File: src/rtl/mem_port_arbiter.sv
// Arbitrates the single data-memory port between instruction fetch and load/store.
// Each transaction is latched, driven on the bus until mem_ack, then acked one cycle later.
module mem_port_arbiter #(
  parameter int STARVE_LIMIT = 4,
  parameter int CNT_W        = 3
) (
  input  logic        clk,
  input  logic        reset,
  input  logic        if_req,
  input  logic [31:0] if_addr,
  output logic [31:0] if_rdata,
  output logic        if_ack,
  input  logic        d_read,
  input  logic        d_write,
  input  logic [31:0] d_addr,
  input  logic [31:0] d_wdata,
  input  logic [1:0]  d_size,
  output logic [31:0] d_rdata,
  output logic        d_ack,
  output logic        d_misalign,
  output logic        mem_req,
  output logic        mem_we,
  output logic [31:0] mem_addr,
  output logic [31:0] mem_wdata,
  output logic [3:0]  mem_be,
  input  logic [31:0] mem_rdata,
  input  logic        mem_ack
);
  localparam logic [CNT_W-1:0] LIM = CNT_W'(STARVE_LIMIT);

  typedef enum logic [2:0] {IDLE, FETCH, DATA, RESP, REJECT} state_t;
  state_t state, state_nx;

  logic [CNT_W-1:0] cnt;
  logic [31:0] a_addr, a_wdata, rdata_r;
  logic [1:0]  a_size;
  logic [3:0]  a_be;
  logic        a_we, a_fetch;

  logic        d_req, grant_d, grant_if, bad;
  logic [3:0]  lane_be;
  logic [31:0] lane_wd, rd_lane;

  assign d_req    = d_read | d_write;
  // Data wins unless fetch has been passed over STARVE_LIMIT times in a row.
  assign grant_d  = d_req && !(if_req && cnt >= LIM);
  assign grant_if = if_req && !grant_d;
  assign bad      = (d_size == 2'b11) ||
                    (d_size == 2'b01 && d_addr[0]) ||
                    (d_size == 2'b10 && d_addr[1:0] != 2'b00);

  always_comb begin
    lane_be = 4'b1111;
    lane_wd = d_wdata;
    case (d_size)
      2'b00: begin
        lane_be = 4'b0001 << d_addr[1:0];
        lane_wd = {4{d_wdata[7:0]}};
      end
      2'b01: begin
        lane_be = 4'b0011 << d_addr[1:0];
        lane_wd = {2{d_wdata[15:0]}};
      end
      default: ;
    endcase
  end

  always_comb begin
    rd_lane = mem_rdata;
    case (a_size)
      2'b00:   rd_lane = {24'h0, 8'(mem_rdata >> {a_addr[1:0], 3'b000})};
      2'b01:   rd_lane = {16'h0, 16'(mem_rdata >> {a_addr[1], 4'b0000})};
      default: ;
    endcase
  end

  always_comb begin
    state_nx = state;
    case (state)
      IDLE: begin
        if (grant_d)       state_nx = bad ? REJECT : DATA;
        else if (grant_if) state_nx = FETCH;
      end
      FETCH, DATA: if (mem_ack) state_nx = RESP;
      RESP, REJECT: state_nx = IDLE;
      default: state_nx = IDLE;
    endcase
  end

  always_ff @(posedge clk or posedge reset) begin
    if (reset) begin
      state   <= IDLE;
      cnt     <= '0;
      a_addr  <= '0;
      a_wdata <= '0;
      a_size  <= '0;
      a_be    <= '0;
      a_we    <= 1'b0;
      a_fetch <= 1'b0;
      rdata_r <= '0;
    end else begin
      state <= state_nx;
      if (state == IDLE) begin
        if (grant_if || !if_req)        cnt <= '0;
        else if (grant_d && cnt < LIM)  cnt <= cnt + 1'b1;
        if (grant_d || grant_if) begin
          a_addr  <= grant_d ? d_addr : if_addr;
          a_we    <= grant_d & d_write;
          a_fetch <= !grant_d;
          a_size  <= grant_d ? d_size : 2'b10;
          a_be    <= grant_d ? lane_be : 4'b1111;
          a_wdata <= lane_wd;
        end
      end
      if ((state == FETCH || state == DATA) && mem_ack) rdata_r <= rd_lane;
    end
  end

  // Bus and ack outputs decode straight from state so reset clears them at once.
  assign mem_req    = (state == FETCH) || (state == DATA);
  assign mem_we     = a_we;
  assign mem_addr   = {a_addr[31:2], 2'b00};
  assign mem_wdata  = a_wdata;
  assign mem_be     = a_be;
  assign if_ack     = (state == RESP) && a_fetch;
  assign d_ack      = ((state == RESP) && !a_fetch) || (state == REJECT);
  assign d_misalign = (state == REJECT);
  assign if_rdata   = if_ack ? rdata_r : 32'h0;
  assign d_rdata    = ((state == RESP) && !a_fetch) ? rdata_r : 32'h0;
endmodule

File: config.mk
export PLATFORM = sky130hd
export DESIGN_NAME = mem_port_arbiter
export DESIGN_NICKNAME = d
export VERILOG_FILES = /design/src/rtl/mem_port_arbiter.sv
export SDC_FILE = /design/constraint.sdc
export NUM_CORES = 1
export LEC_CHECK = 0
export BUFFER_PORTS_ARGS = -buffer_cell sky130_fd_sc_hd__buf_2
export CAP_MARGIN = 25
export CORE_ASPECT_RATIO = 1.25
export CORE_MARGIN = 4
export CORE_UTILIZATION = 43
export DETAILED_ROUTE_END_ITERATION = 12
export PLACE_DENSITY_LB_ADDON = 0.15
export SKIP_LAST_GASP = 1
export SYNTH_ARGS = -nofsm -noshare
export SYNTH_HDL_FRONTEND = slang
export SYNTH_SLANG_ARGS = --single-unit
File: constraint.sdc
create_clock -name clk -period 3.45 [get_ports clk]
set_input_delay 0.5175 -clock clk [delete_from_list [all_inputs] [get_ports clk]]
set_output_delay 0.5175 -clock clk [all_outputs]
set_load 0.005 [all_outputs]
# ---- Word-level counts from Yosys, hierarchy flattened
# Cells that the tools add are included.
dict set report word_totals {
  input_bits 136
  wordCells 71
  output_inout_bits 137
  register_bits 110
}
dict set report classes {
  n_reduce_logical 28
  n_eq_ne 10
  muxes 15
  magnitude_cmp 2
  shifts 4
  n_bitwise 2
  n_addsub 1
}
# operator n
set op_table {}
lappend op_table {{$pmux W32 S2} 2}
lappend op_table {{$mux W32} 3}
lappend op_table {{$shr A32 B5 Y16} 1}
lappend op_table {{$shr A32 B5 Y8} 1}
lappend op_table {{$mux W3} 6}
lappend op_table {{$logic_and A1 B1 Y1} 9}
lappend op_table {{$pmux W4 S2} 1}
lappend op_table {{$eq A3 B2 Y1 const B} 2}
lappend op_table {{$logic_or A1 B1 Y1} 6}
lappend op_table {{$pmux W3 S2} 1}
lappend op_table {{$reduce_and A2 Y1} 3}
lappend op_table {{$eq A2 B1 Y1 const B} 2}
lappend op_table {{$eq A2 B2 Y1 const B} 2}
lappend op_table {{$logic_not A1 Y1} 4}
lappend op_table {{$logic_not A2 Y1} 2}
lappend op_table {{$mux W4} 1}
lappend op_table {{$reduce_bool A2 Y1} 2}
lappend op_table {{$shl A1 B2 Y4 const A} 1}
lappend op_table {{$shl A2 B2 Y4 const A} 1}
lappend op_table {{$add A3 B1 Y3 const B} 1}
lappend op_table {{$eq A3 B1 Y1 const B} 1}
lappend op_table {{$eq A3 B3 Y1 const B} 1}
lappend op_table {{$ge A3 B3 Y1 const B} 1}
lappend op_table {{$logic_not A3 Y1} 1}
lappend op_table {{7 further kinds} 7}

# ---- Logic depth before layout (Yosys ltp)
dict set report depth {
  ltp_word 9
  ltp_mapped 7
  ltp_nobuf 4
}

# ---- Worst setup path before layout
# No wires, ideal clock.
dict set report synth_path {
  kind {reg2out}
  startpoint {register state[1]}
  endpoint {output port d_rdata[10]}
  stages_incl_launch_ff 6
  setup_slack_ns 1.716
  arrival_ns 1.217
  path_buffers 2
  cell_sequence {dfrtp_1 > buf_4 > nand2_1 > nor3_1 > clkbuf_1 > and2_1}
}
dict set report synth_via {
  elab_chain_len 3
}
# item line_no
set synth_lines {}
lappend synth_lines {{from (decl)} 32} ;# state_t state, state_nx;
lappend synth_lines {{from (signal assigned)} 102} ;# state <= state_nx;
lappend synth_lines {{$eq A3 B2 Y1} 129} ;# assign d_rdata = ((state == RESP) && !a_fetch) ? rdata_r : 32'h0;
lappend synth_lines {{$logic_and A1 B1 Y1} 129}
lappend synth_lines {{$mux W32} 129}
lappend synth_lines {{to (decl)} 18} ;# output logic [31:0] d_rdata,
# Every way passes these cells.

# ---- Final worst setup path
dict set report layout_path {
  startpoint {input port d_read}
  endpoint {register a_wdata[29], in the netlist mem_wdata[29]}
}
dict set report layout_via {
  elab_chain_len 6
}
# item line_no
set layout_lines {}
lappend layout_lines {{from (decl)} 13} ;# input logic d_read,
lappend layout_lines {{$or A1 B1 Y1 (*)} 44} ;# assign d_req = d_read | d_write;
lappend layout_lines {{$logic_and A1 B1 Y1 (*)} 46} ;# assign grant_d = d_req && !(if_req && cnt >= LIM);
lappend layout_lines {{$logic_not A1 Y1} 47} ;# assign grant_if = if_req && !grant_d;
lappend layout_lines {{$logic_and A1 B1 Y1} 47}
lappend layout_lines {{$logic_or A1 B1 Y1 (*)} 106} ;# if (grant_d || grant_if) begin
lappend layout_lines {{$reduce_and A2 Y1 (no line) (*)} --}
lappend layout_lines {{to (signal assigned)} 112} ;# a_wdata <= lane_wd;
lappend layout_lines {{to (decl)} 35} ;# logic [31:0] a_addr, a_wdata, rdata_r;
# Every way passes the cells marked *; elsewhere a longest branch is shown, timed or not.
# A chain may end at the register's enable or synchronous reset.

==> impl_metrics.csv <==
group,metric,value,unit
clocking,numClockSinks,110,
sta,max_slew_margin,35.4,%
critical_path,critPathKind,"input pin to register",
grt,grt_overflow_total,0,
critical_path,reg2reg_depth,5,
yosys,synth_seq_cells,110,
floorplan,initial_core_util,44.4,%
clocking,cts_hold_buf,0,
drt,dr_total_vias,5202,
yosys,synth_compound_area_share,12.9,%
sta,hold_viol,0,
yosys,ys_warn_count,0,
hold_path,hp-class,"input pin to asynchronous set/reset pin",
place,gp_congestion,0.826,
final_layout,fin_util,55.8,%
place,dp.cells,1037,
power,power.leakage,0.00409,µW
critical_path,crit_fanout,93,
sta,post-route-min-period,2.36,ns
floorplan,dieArea,15800,µm²
yosys,synth_mux_area_share,9.58,%
power,power.density,745,nW/µm²
yosys,synth-main-ff-cell,"dfrtp_1",
place,dp_hpwl,13.1,mm
clocking,cts_tree,"done",
power,finalPower,5580,µW
yosys,yosys.area_share.simple,22.7,%
final_layout,instances_no_fill,1054,
sta,fmax,424,MHz
sta,fin_ws,1.09,ns
yosys,synth_top_family_by_area,"simple AND/OR/NAND/NOR gates",
place,io_buffers,270,
yosys,yosysSeqAreaShare,46.2,%
yosys,ys_types,44,
outcome,status,"completed",
drt,drc,0,
yosys,synth_edf_count,0,
floorplan,ios,273,
critical_path,cp.required,3.63,ns
sta,finalSetupViolCount,0,
drt,wirelength,16.6,mm
yosys,synth-xor-area-share,0.147,%
clocking,clk_path_buf_depth,2,
sta,final_max_slew_viol_count,0,
floorplan,coreArea,13400,µm²
clocking,insertion_delay,0.34,ns
drt,viasPerCell,4.94,
clocking,cts-buffers-inserted,9,
floorplan,chipHeight,140,µm
yosys,syn_area,5960,µm²
final_layout,fillers,1287,
drt,drt-initial-drc-count,165,
yosys,postSynthCellCount,664,
sta,rsz0062_at_grt,"false",
sta,worstMarginPinSlew,0.970,ns
final_layout,multi_input_area,2750,µm²
clocking,cts.repair.resized,0,
floorplan,num_rows,47,
critical_path,endpoint_kind,"register",
grt,grt_pass1_wl,26.6,mm
yosys,async_flop_share,100,%
final_layout,drive_gt1_share,34.6,%
clocking,htreeDepth,3,
clocking,clockRootBuffer,"clkbuf_16",
drt,ant_nets,0,
grt,grt_pass1_vias,5313,
floorplan,die_width,113,µm
run,maxCapViolations,0,
grt,grt_max_degree,94,
critical_path,cp-start-kind,"input pin",
critical_path,r2r_slack,1.14,ns
drt,dr.pass1.iters,4,
critical_path,cp_data_arrival_time,2.54,ns
grt,antenna_found_initial,3,
sta,setup_tns,0,ns
sta,finalCritPeriodShare,68.4,%
place,post-place-ws,0.705,ns
final_layout,area_growth,25.5,%
power,ir_drop,439,µV
final_layout,layout.nets,1014,
final_layout,seq_area,2750,µm²
yosys,yosys.area_share.adder,0.210,%
drt,routedWlPerCell,15.8,µm
clocking,cts.clk_slew.worst_paths,0.07,ns
clocking,post_cts_buffers,0,
grt,grt.total_usage,21.0,%
sta,finClkSkew,0.00448,ns
yosys,synth_area_per_cell,8.97,µm²
-- stage by stage --
| step | hold WS (ns) | instance area, µm² |
|---|---|---|
| 3_3_place_gp | 0.456 | 7150 |
| 3_5_place_dp | 0.457 | 7180 |
| 6_report | 0.166 | 7480 |
| 4_1_cts | 0.165 | 7470 |
| 5_1_grt | 0.184 | 7480 |
| 2_1_floorplan | 0.444 | 5960 |
-- cell type report --
type	instances	share of cell area, %
Clock inverter	5	0.786
Inverter	5	0.284
Timing Repair Buffer	279	19.2
Antenna cell	2	0.0669
Tap cell	171	2.86
Multi-Input combinational cell	472	36.8
Clock buffer	10	3.20
Sequential cell	110	36.8
-- registers in the layout, summed over array words and instances, names as in the netlist --
signal and flops:
state 3, mem_we 1, cnt 3, a_addr 32, mem_be 4, a_fetch 1
rdata_r 32, mem_wdata 32, a_size 2
-- synth_stat cells, types with 8 or more instances --
master / number / area share (%)
a21oi_1: 18 / 1.5
a22oi_1: 8 / 1.0
and2_1: 65 / 6.8
buf_2: 17 / 1.4
buf_4: 36 / 4.5
clkbuf_1: 22 / 1.4
dfrtp_1: 110 / 46
mux2i_1: 57 / 9.6
nand2_1: 148 / 9.3
nand2b_1: 9 / 0.94
nand3_1: 13 / 1.1
nand3b_1: 10 / 1.3
nor2_1: 17 / 1.1
o21ai_0: 81 / 6.8
-- kinds of logic (layout without fill, tap and decap cells) --
group,count (synthesis),after routing
xor gates and xnor gates,1,1
DFF,110,110
and+or+nand+nor,278,278
buffers and inverters,83,299
muxes,57,57
AOI/OAI and AO/OA,133,133
other,1,4
adders and majority gates,1,1
-- report_power, final --
| group | switching, µW | internal [µW] |
|---|---|---|
| logic | 1240 | 940 |
| clock network | 460 | 580 |
| registers | 462 | 1890 |
| total | 2160 | 3410 |
-- cells in the final DEF, fill, tap and decap left out, types with 5 or more instances in the layout --
master     instances
a21oi_1           18
a221oi_1           5
a22oi_1            8
and2_1            65
buf_2            270
buf_4              8
clkbuf_16          9
dfrtp_1          110
mux2i_1           57
nand2_1          148
nand2b_1           9
nand3_1           13
nand3b_1          10
nor2_1            17
o21ai_0           81
-- final timing paths --
| check | endpoint | from |
|---|---|---|
| worst max-delay path | mem_wdata[29] | d_read |
| worst min-delay path | rdata_r[0] | reset |
| worst max register to register | mem_wdata[29] | state[0] |
| worst min register to register | mem_wdata[1] | mem_wdata[1] |
| max in group asynchronous | mem_wdata[29] | reset |
| min in group clk | mem_wdata[6] | d_wdata[6] |
-- worst max-delay path, cell delays in order --
cell	delay (ns)
buf_2	0.14
o31ai_4	0.84
buf_4	0.74
o21ai_0	0.23
-- layer usage --
layer | vias to the layer above | GRT usage, % | wire length, µm
met1 | 2364 | 23.8 | 6260
met2 | 196 | 37.1 | 8500
met5 | - | 0 | 7
met4 | 2 | 8.23 | 494
met3 | 28 | 5.91 | 1340
li1 | 2612 | - | -
No activity file was read; power rests on OpenSTA's default activity.
